**config.mk**
```make
export PLATFORM = sky130hd
export DESIGN_NAME = sr_drive_ctrl_flat
export DESIGN_NICKNAME = d
export VERILOG_FILES = /design/src/rtl/sr_drive_ctrl_if.sv /design/src/rtl/sr_drive_ctrl.sv /design/src/flat_wrapper.sv
export SDC_FILE = /design/constraint.sdc
export NUM_CORES = 1
export LEC_CHECK = 0
export BUFFER_PORTS_ARGS = -buffer_cell sky130_fd_sc_hd__clkbuf_2
export CAP_MARGIN = 30
export CORE_MARGIN = 2
export CORE_UTILIZATION = 58
export DETAILED_ROUTE_END_ITERATION = 10
export PLACE_DENSITY = 0.81
export SYNTH_ARGS = -nofsm -noshare
export SYNTH_HDL_FRONTEND = slang
export SYNTH_SLANG_ARGS = --single-unit
```
**constraint.sdc**
```tcl
create_clock -name clk -period 3.32 [get_ports clk]
set_input_delay 0.332 -clock clk [delete_from_list [all_inputs] [get_ports clk]]
set_output_delay 0.332 -clock clk [all_outputs]
set_load 0.02 [all_outputs]
```
**src/rtl/sr_drive_ctrl_if.sv**
```systemverilog
// Request/drive bundle between a command source and sr_drive_ctrl.
// master: the requester (also supplies the flip-flop Q feedback).
// slave : the sequencer itself.
interface sr_drive_ctrl_if;
  logic set_req;
  logic clr_req;
  logic tog_req;
  logic qfb;
  logic s;
  logic r;
  logic busy;
  logic done;
  logic collide;
  logic err;

  modport master (
    output set_req, clr_req, tog_req, qfb,
    input  s, r, busy, done, collide, err
  );

  modport slave (
    input  set_req, clr_req, tog_req, qfb,
    output s, r, busy, done, collide, err
  );
endinterface

```
**src/rtl/sr_drive_ctrl.sv**
```systemverilog
// sr_drive_ctrl: turns set/clear/toggle requests into clean, spaced S/R
// pulses for a downstream master-slave SR flip-flop. S and R are registered
// and never high together. Optional feedback verification with retries is
// enabled by defining SR_VERIFY_EN; without it there is no CHECK phase and
// err is tied low.
module sr_drive_ctrl #(
  parameter int unsigned PULSE_W   = 2,
  parameter int unsigned HOLD_W    = 2,
  parameter int unsigned MAX_RETRY = 3
) (
  input logic            clk,
  input logic            rst_n,
  sr_drive_ctrl_if.slave bus
);

  typedef enum logic [1:0] {IDLE, DRIVE, HOLD, CHECK} state_t;

  localparam logic [7:0] PULSE_LOAD = 8'(PULSE_W - 1);
  localparam logic [7:0] HOLD_LOAD  = 8'(HOLD_W - 1);

  // Reject out-of-range configurations at elaboration.
  if (PULSE_W < 1 || PULSE_W > 255 || HOLD_W < 1 || HOLD_W > 255 ||
      MAX_RETRY > 15) begin : g_param_check
    $error("sr_drive_ctrl: parameter out of range");
  end

  state_t     state_q, state_d;
  logic [7:0] cnt_q, cnt_d;
  logic       target_q, target_d;
  logic       s_q, s_d;
  logic       r_q, r_d;
  logic       done_q, done_d;
  logic       collide_q, collide_d;

`ifdef SR_VERIFY_EN
  localparam logic [3:0] RETRY_MAX = 4'(MAX_RETRY);

  logic       err_q, err_d;
  logic [3:0] retry_q, retry_d;
`endif

  // State and registered outputs; reset clears everything so S/R start low.
  always_ff @(posedge clk or negedge rst_n) begin
    if (!rst_n) begin
      state_q   <= IDLE;
      cnt_q     <= '0;
      target_q  <= 1'b0;
      s_q       <= 1'b0;
      r_q       <= 1'b0;
      done_q    <= 1'b0;
      collide_q <= 1'b0;
`ifdef SR_VERIFY_EN
      err_q     <= 1'b0;
      retry_q   <= '0;
`endif
    end else begin
      state_q   <= state_d;
      cnt_q     <= cnt_d;
      target_q  <= target_d;
      s_q       <= s_d;
      r_q       <= r_d;
      done_q    <= done_d;
      collide_q <= collide_d;
`ifdef SR_VERIFY_EN
      err_q     <= err_d;
      retry_q   <= retry_d;
`endif
    end
  end

  // Next state plus next values of the registered outputs. S/R next values
  // are computed for the cycle being entered, so the drive lines up with the
  // DRIVE state without a decode stage after the flops.
  always_comb begin
    state_d   = state_q;
    cnt_d     = cnt_q;
    target_d  = target_q;
    s_d       = 1'b0;
    r_d       = 1'b0;
    done_d    = 1'b0;
    collide_d = 1'b0;
`ifdef SR_VERIFY_EN
    err_d     = err_q;
    retry_d   = retry_q;
`endif
    case (state_q)
      IDLE: begin
        if (bus.set_req && bus.clr_req) begin
          collide_d = 1'b1;
        end else if (bus.set_req || bus.clr_req || bus.tog_req) begin
          if (bus.set_req) begin
            target_d = 1'b1;
          end else if (bus.clr_req) begin
            target_d = 1'b0;
          end else begin
            target_d = ~bus.qfb;
          end
          state_d = DRIVE;
          cnt_d   = PULSE_LOAD;
          s_d     = target_d;
          r_d     = ~target_d;
`ifdef SR_VERIFY_EN
          err_d   = 1'b0;
          retry_d = '0;
`endif
        end
      end
      DRIVE: begin
        if (cnt_q == '0) begin
          state_d = HOLD;
          cnt_d   = HOLD_LOAD;
        end else begin
          cnt_d = cnt_q - 8'd1;
          s_d   = target_q;
          r_d   = ~target_q;
        end
      end
      HOLD: begin
        if (cnt_q == '0) begin
          cnt_d = '0;
`ifdef SR_VERIFY_EN
          state_d = CHECK;
`else
          state_d = IDLE;
          done_d  = 1'b1;
`endif
        end else begin
          cnt_d = cnt_q - 8'd1;
        end
      end
`ifdef SR_VERIFY_EN
      CHECK: begin
        cnt_d = '0;
        if (bus.qfb == target_q) begin
          state_d = IDLE;
          done_d  = 1'b1;
        end else if (retry_q < RETRY_MAX) begin
          retry_d = retry_q + 4'd1;
          state_d = DRIVE;
          cnt_d   = PULSE_LOAD;
          s_d     = target_q;
          r_d     = ~target_q;
        end else begin
          err_d   = 1'b1;
          state_d = IDLE;
          done_d  = 1'b1;
        end
      end
`endif
      default: begin
        state_d = IDLE;
        cnt_d   = '0;
      end
    endcase
  end

  assign bus.s       = s_q;
  assign bus.r       = r_q;
  assign bus.busy    = (state_q != IDLE);
  assign bus.done    = done_q;
  assign bus.collide = collide_q;
`ifdef SR_VERIFY_EN
  assign bus.err     = err_q;
`else
  assign bus.err     = 1'b0;
`endif

endmodule

```
**src/flat_wrapper.sv**
```systemverilog
// flat-port wrapper written by rule: the top's interface ports become plain ports
module sr_drive_ctrl_flat 
#(
  parameter int unsigned PULSE_W   = 2,
  parameter int unsigned HOLD_W    = 2,
  parameter int unsigned MAX_RETRY = 3
)
  (clk, rst_n, bus_set_req, bus_clr_req, bus_tog_req, bus_qfb, bus_s, bus_r, bus_busy, bus_done, bus_collide, bus_err);
  sr_drive_ctrl_if bus_i ();
  input logic clk;
  input logic rst_n;
  input wire logic [$bits(bus_i.set_req)-1:0] bus_set_req;
  input wire logic [$bits(bus_i.clr_req)-1:0] bus_clr_req;
  input wire logic [$bits(bus_i.tog_req)-1:0] bus_tog_req;
  input wire logic [$bits(bus_i.qfb)-1:0] bus_qfb;
  output wire logic [$bits(bus_i.s)-1:0] bus_s;
  output wire logic [$bits(bus_i.r)-1:0] bus_r;
  output wire logic [$bits(bus_i.busy)-1:0] bus_busy;
  output wire logic [$bits(bus_i.done)-1:0] bus_done;
  output wire logic [$bits(bus_i.collide)-1:0] bus_collide;
  output wire logic [$bits(bus_i.err)-1:0] bus_err;
  assign bus_i.set_req = bus_set_req;
  assign bus_i.clr_req = bus_clr_req;
  assign bus_i.tog_req = bus_tog_req;
  assign bus_i.qfb = bus_qfb;
  assign bus_s = bus_i.s;
  assign bus_r = bus_i.r;
  assign bus_busy = bus_i.busy;
  assign bus_done = bus_i.done;
  assign bus_collide = bus_i.collide;
  assign bus_err = bus_i.err;
  sr_drive_ctrl #(.PULSE_W(PULSE_W), .HOLD_W(HOLD_W), .MAX_RETRY(MAX_RETRY)) u_core (.clk(clk), .rst_n(rst_n), .bus(bus_i));
endmodule
```
==> results.md <==
* Status: complete, no violations
* CP endpoint kind: flop
* Routed len/inst at 13.4 um
* Post-route insts no fill at 116
* Die area at 1780 um^2
* Final worst path period need at 2.20 ns
* CP arrival at 2.35 ns
* DRT Pass-1 Iters at 5
* Clk buf depth at 2
* CTS tree: yes
* FP Rows at 13
* Hold Startpoint: bus_clr_req
* Global Route Usage Sum at 19.4%
* Final hold vios at 0
* Leading area contributor after synthesis: dfrtp_1
* Crit start category: flop
* Post_cts resized at 0
* R2R Path Start: u_core.cnt_q[0]
* Seq/Total Area, Yosys at 44.4%
* Post-synth top area share at 44.4%
* Most common cell after layout, fill and taps aside: dfrtp_1
* CP required at 3.48 ns
* # diodes at 0
* Fin. max-slew vios at 0
* Placer Congestion at 0.837
* Leak at 0.412 nW
* Gr ovfl total at 0
* Min-Delay Path Depth at 2
* Unrepaired setup endpoints after global routing: false
* Mapped Cells at 92
* Top cells by area, synth: dfrtp_1 44%, o21ai_0 4.1%, nor2_1 3.1%
* Hold Path End: u_core.target_q
* Ports at 12
* Util after Layout at 68.5%
* Setup TNS at 0 ns
* Post-CTS Hold Buffers at 1
* P per Cell Area at 938 nW/um^2
* Initial antenna violation count at 0
* Port Buf Inserts at 10
* Htree depth at 1
* Fmax achieved at 455 MHz
* Placed Cells at 111
* Global-route wire length before repair at 2590 um
* # Post-CTS Setup Buffers at 0
* Remaining DRCs at 0
* Synth Cell Area at 845 um^2
* Die W at 42.2 um
* Worst-Margin Slew at 0.633 ns
* Clock Sinks at 15
* Root buf cell: clkbuf_4
* Cts bufs inserted at 3
* Hold WS at 0.295 ns
* CORE AREA at 1330 um^2
* Total number of vias at 701
* Final setup violation count at 0
* Via density at 6.04
* WS Path Type: reg -> reg
* Worst rel slew slack at 57.5%
* Reg2reg setup slack at 1.12 ns
* Crit Path Max Fanout at 11
* Total Power at 0.856 mW
* DRT Wirelength at 1550 um
* Vias in the first global route at 594
* Max-cap violations at 0
* Hold Path Class: in -> reg
* Worst Skew at 0.00412 ns
* DP HPWL at 1100 um
* Yosys reg bits at 15
* Remaining antenna violation count at 0
* Area Overhead vs Synth at 8.15%
* Clock latency on the worst-skew pair at 0.29 ns
* Net Count, Synth at 100
* Period utilisation layout at 66.2%
* YS warnings at 0
* Synthesized area per cell at 9.18 um^2
* Iter 0 DRT Violations at 16
* Yosys cell types at 38
* FF-to-FF path depth at 6
* Clock slew at reported path FFs at 0.09 ns
* Most frequent cells in the layout: 15 x dfrtp_1, 10 x clkbuf_2, 7 x nor2_1, 7 x o21ai_0, 6 x nand2_1
* Starting Density at 63.3%
* Worst VDD drop at 0.498 mV
* Largest net degree at the start of global routing at 16
* RR Endpoint: u_core.cnt_q[7]
* Height of the die at 42.2 um
* Final net count at 110
* Share of cells above drive strength 1 at 16.8%
## how the worst max path moves through the flow
stage	from	cells past startpoint	to
6_report	u_core.cnt_q[0]	6	u_core.cnt_q[7]
5_1_grt	u_core.cnt_q[0]	6	u_core.cnt_q[7]
4_1_cts	u_core.cnt_q[0]	6	u_core.cnt_q[7]
3_5_place_dp	u_core.cnt_q[0]	6	u_core.cnt_q[7]
3_3_place_gp	u_core.cnt_q[0]	6	u_core.cnt_q[7]
2_1_floorplan	u_core.cnt_q[0]	7	u_core.cnt_q[0]
## power breakdown
part	internal (mW)	switching, mW
logic	0.178	0.236
clock network	0.0448	0.0598
registers	0.254	0.0836
## metrics by stage
stage,setup WS [ns],cell area [um^2]
6_report,1.12,913
5_1_grt,0.984,913
4_1_cts,1.13,913
3_5_place_dp,1.16,876
3_3_place_gp,1.25,876
2_1_floorplan,1.47,845
## sequential cells by signal, indices dropped and copies added (netlist names)
name	flops
u_core.bus.done	1
u_core.target_q	1
u_core.bus.collide	1
u_core.bus.s	1
u_core.cnt_q	8
u_core.state_q	2
u_core.bus.r	1
## routing by layer
metal | vias to the layer above | wire length (um) | GRT usage (%) | share of wire [%]
met4 | 0 | 42 | 11.3 | 2.7
met3 | 5 | 69 | 3.88 | 4.4
li1 | 352 | - | - | -
met5 | - | 0 | 0 | 0
met2 | 24 | 670 | 26.8 | 43
met1 | 320 | 770 | 27.9 | 50
## cells by family after synthesis
logic type	share of synthesized area (%)
flops	44.4
buf+inv	6.67
other cells	0.444
compound gates	23.6
xor+xnor	1.04
simple gates	20.9
fa+ha+maj	2.96
## critical path, stage by stage (launching register included)
cell and delay [ns]:
dfrtp_1 0.47, inv_1 0.12, ha_1 0.14, or4b_4 0.47, o21ai_1 0.53, o21ai_0 0.20
o2bb2ai_1 0.15
## Yosys cell counts, drive strengths merged
library cell  instances
o31ai                 1
xor2                  1
nand3b                1
nand3                 2
o2bb2ai               2
a41oi                 1
or2                   2
nor4                  1
o211ai                2
o31a                  1
dfrtp                15
a211oi                1
a31o                  1
nor4b                 1
nand2                 6
nor3                  2
or4                   1
a22oi                 1
nand2b                3
nor2                  7
a31oi                 3
o22ai                 2
o21ai                 8
ha                    2
a21o                  2
or3                   4
buf                   5
nor3b                 1
a21oi                 5
inv                   5
or4b                  1
conb                  1
clkbuf                1
## layout make-up
| cell class | count | area (um^2) |
|---|---|---|
| multi-input cells | 66 | 413 |
| well taps | 15 | 18.8 |
| fillers | 107 | 420 |
| inverters | 5 | 18.8 |
| repair buffers | 11 | 60.1 |
| flip-flops and latches | 15 | 375 |
| clock inverters | 1 | 5.00 |
| clock buffers | 3 | 22.5 |
Note: power is estimated with default switching activity, not from simulation.
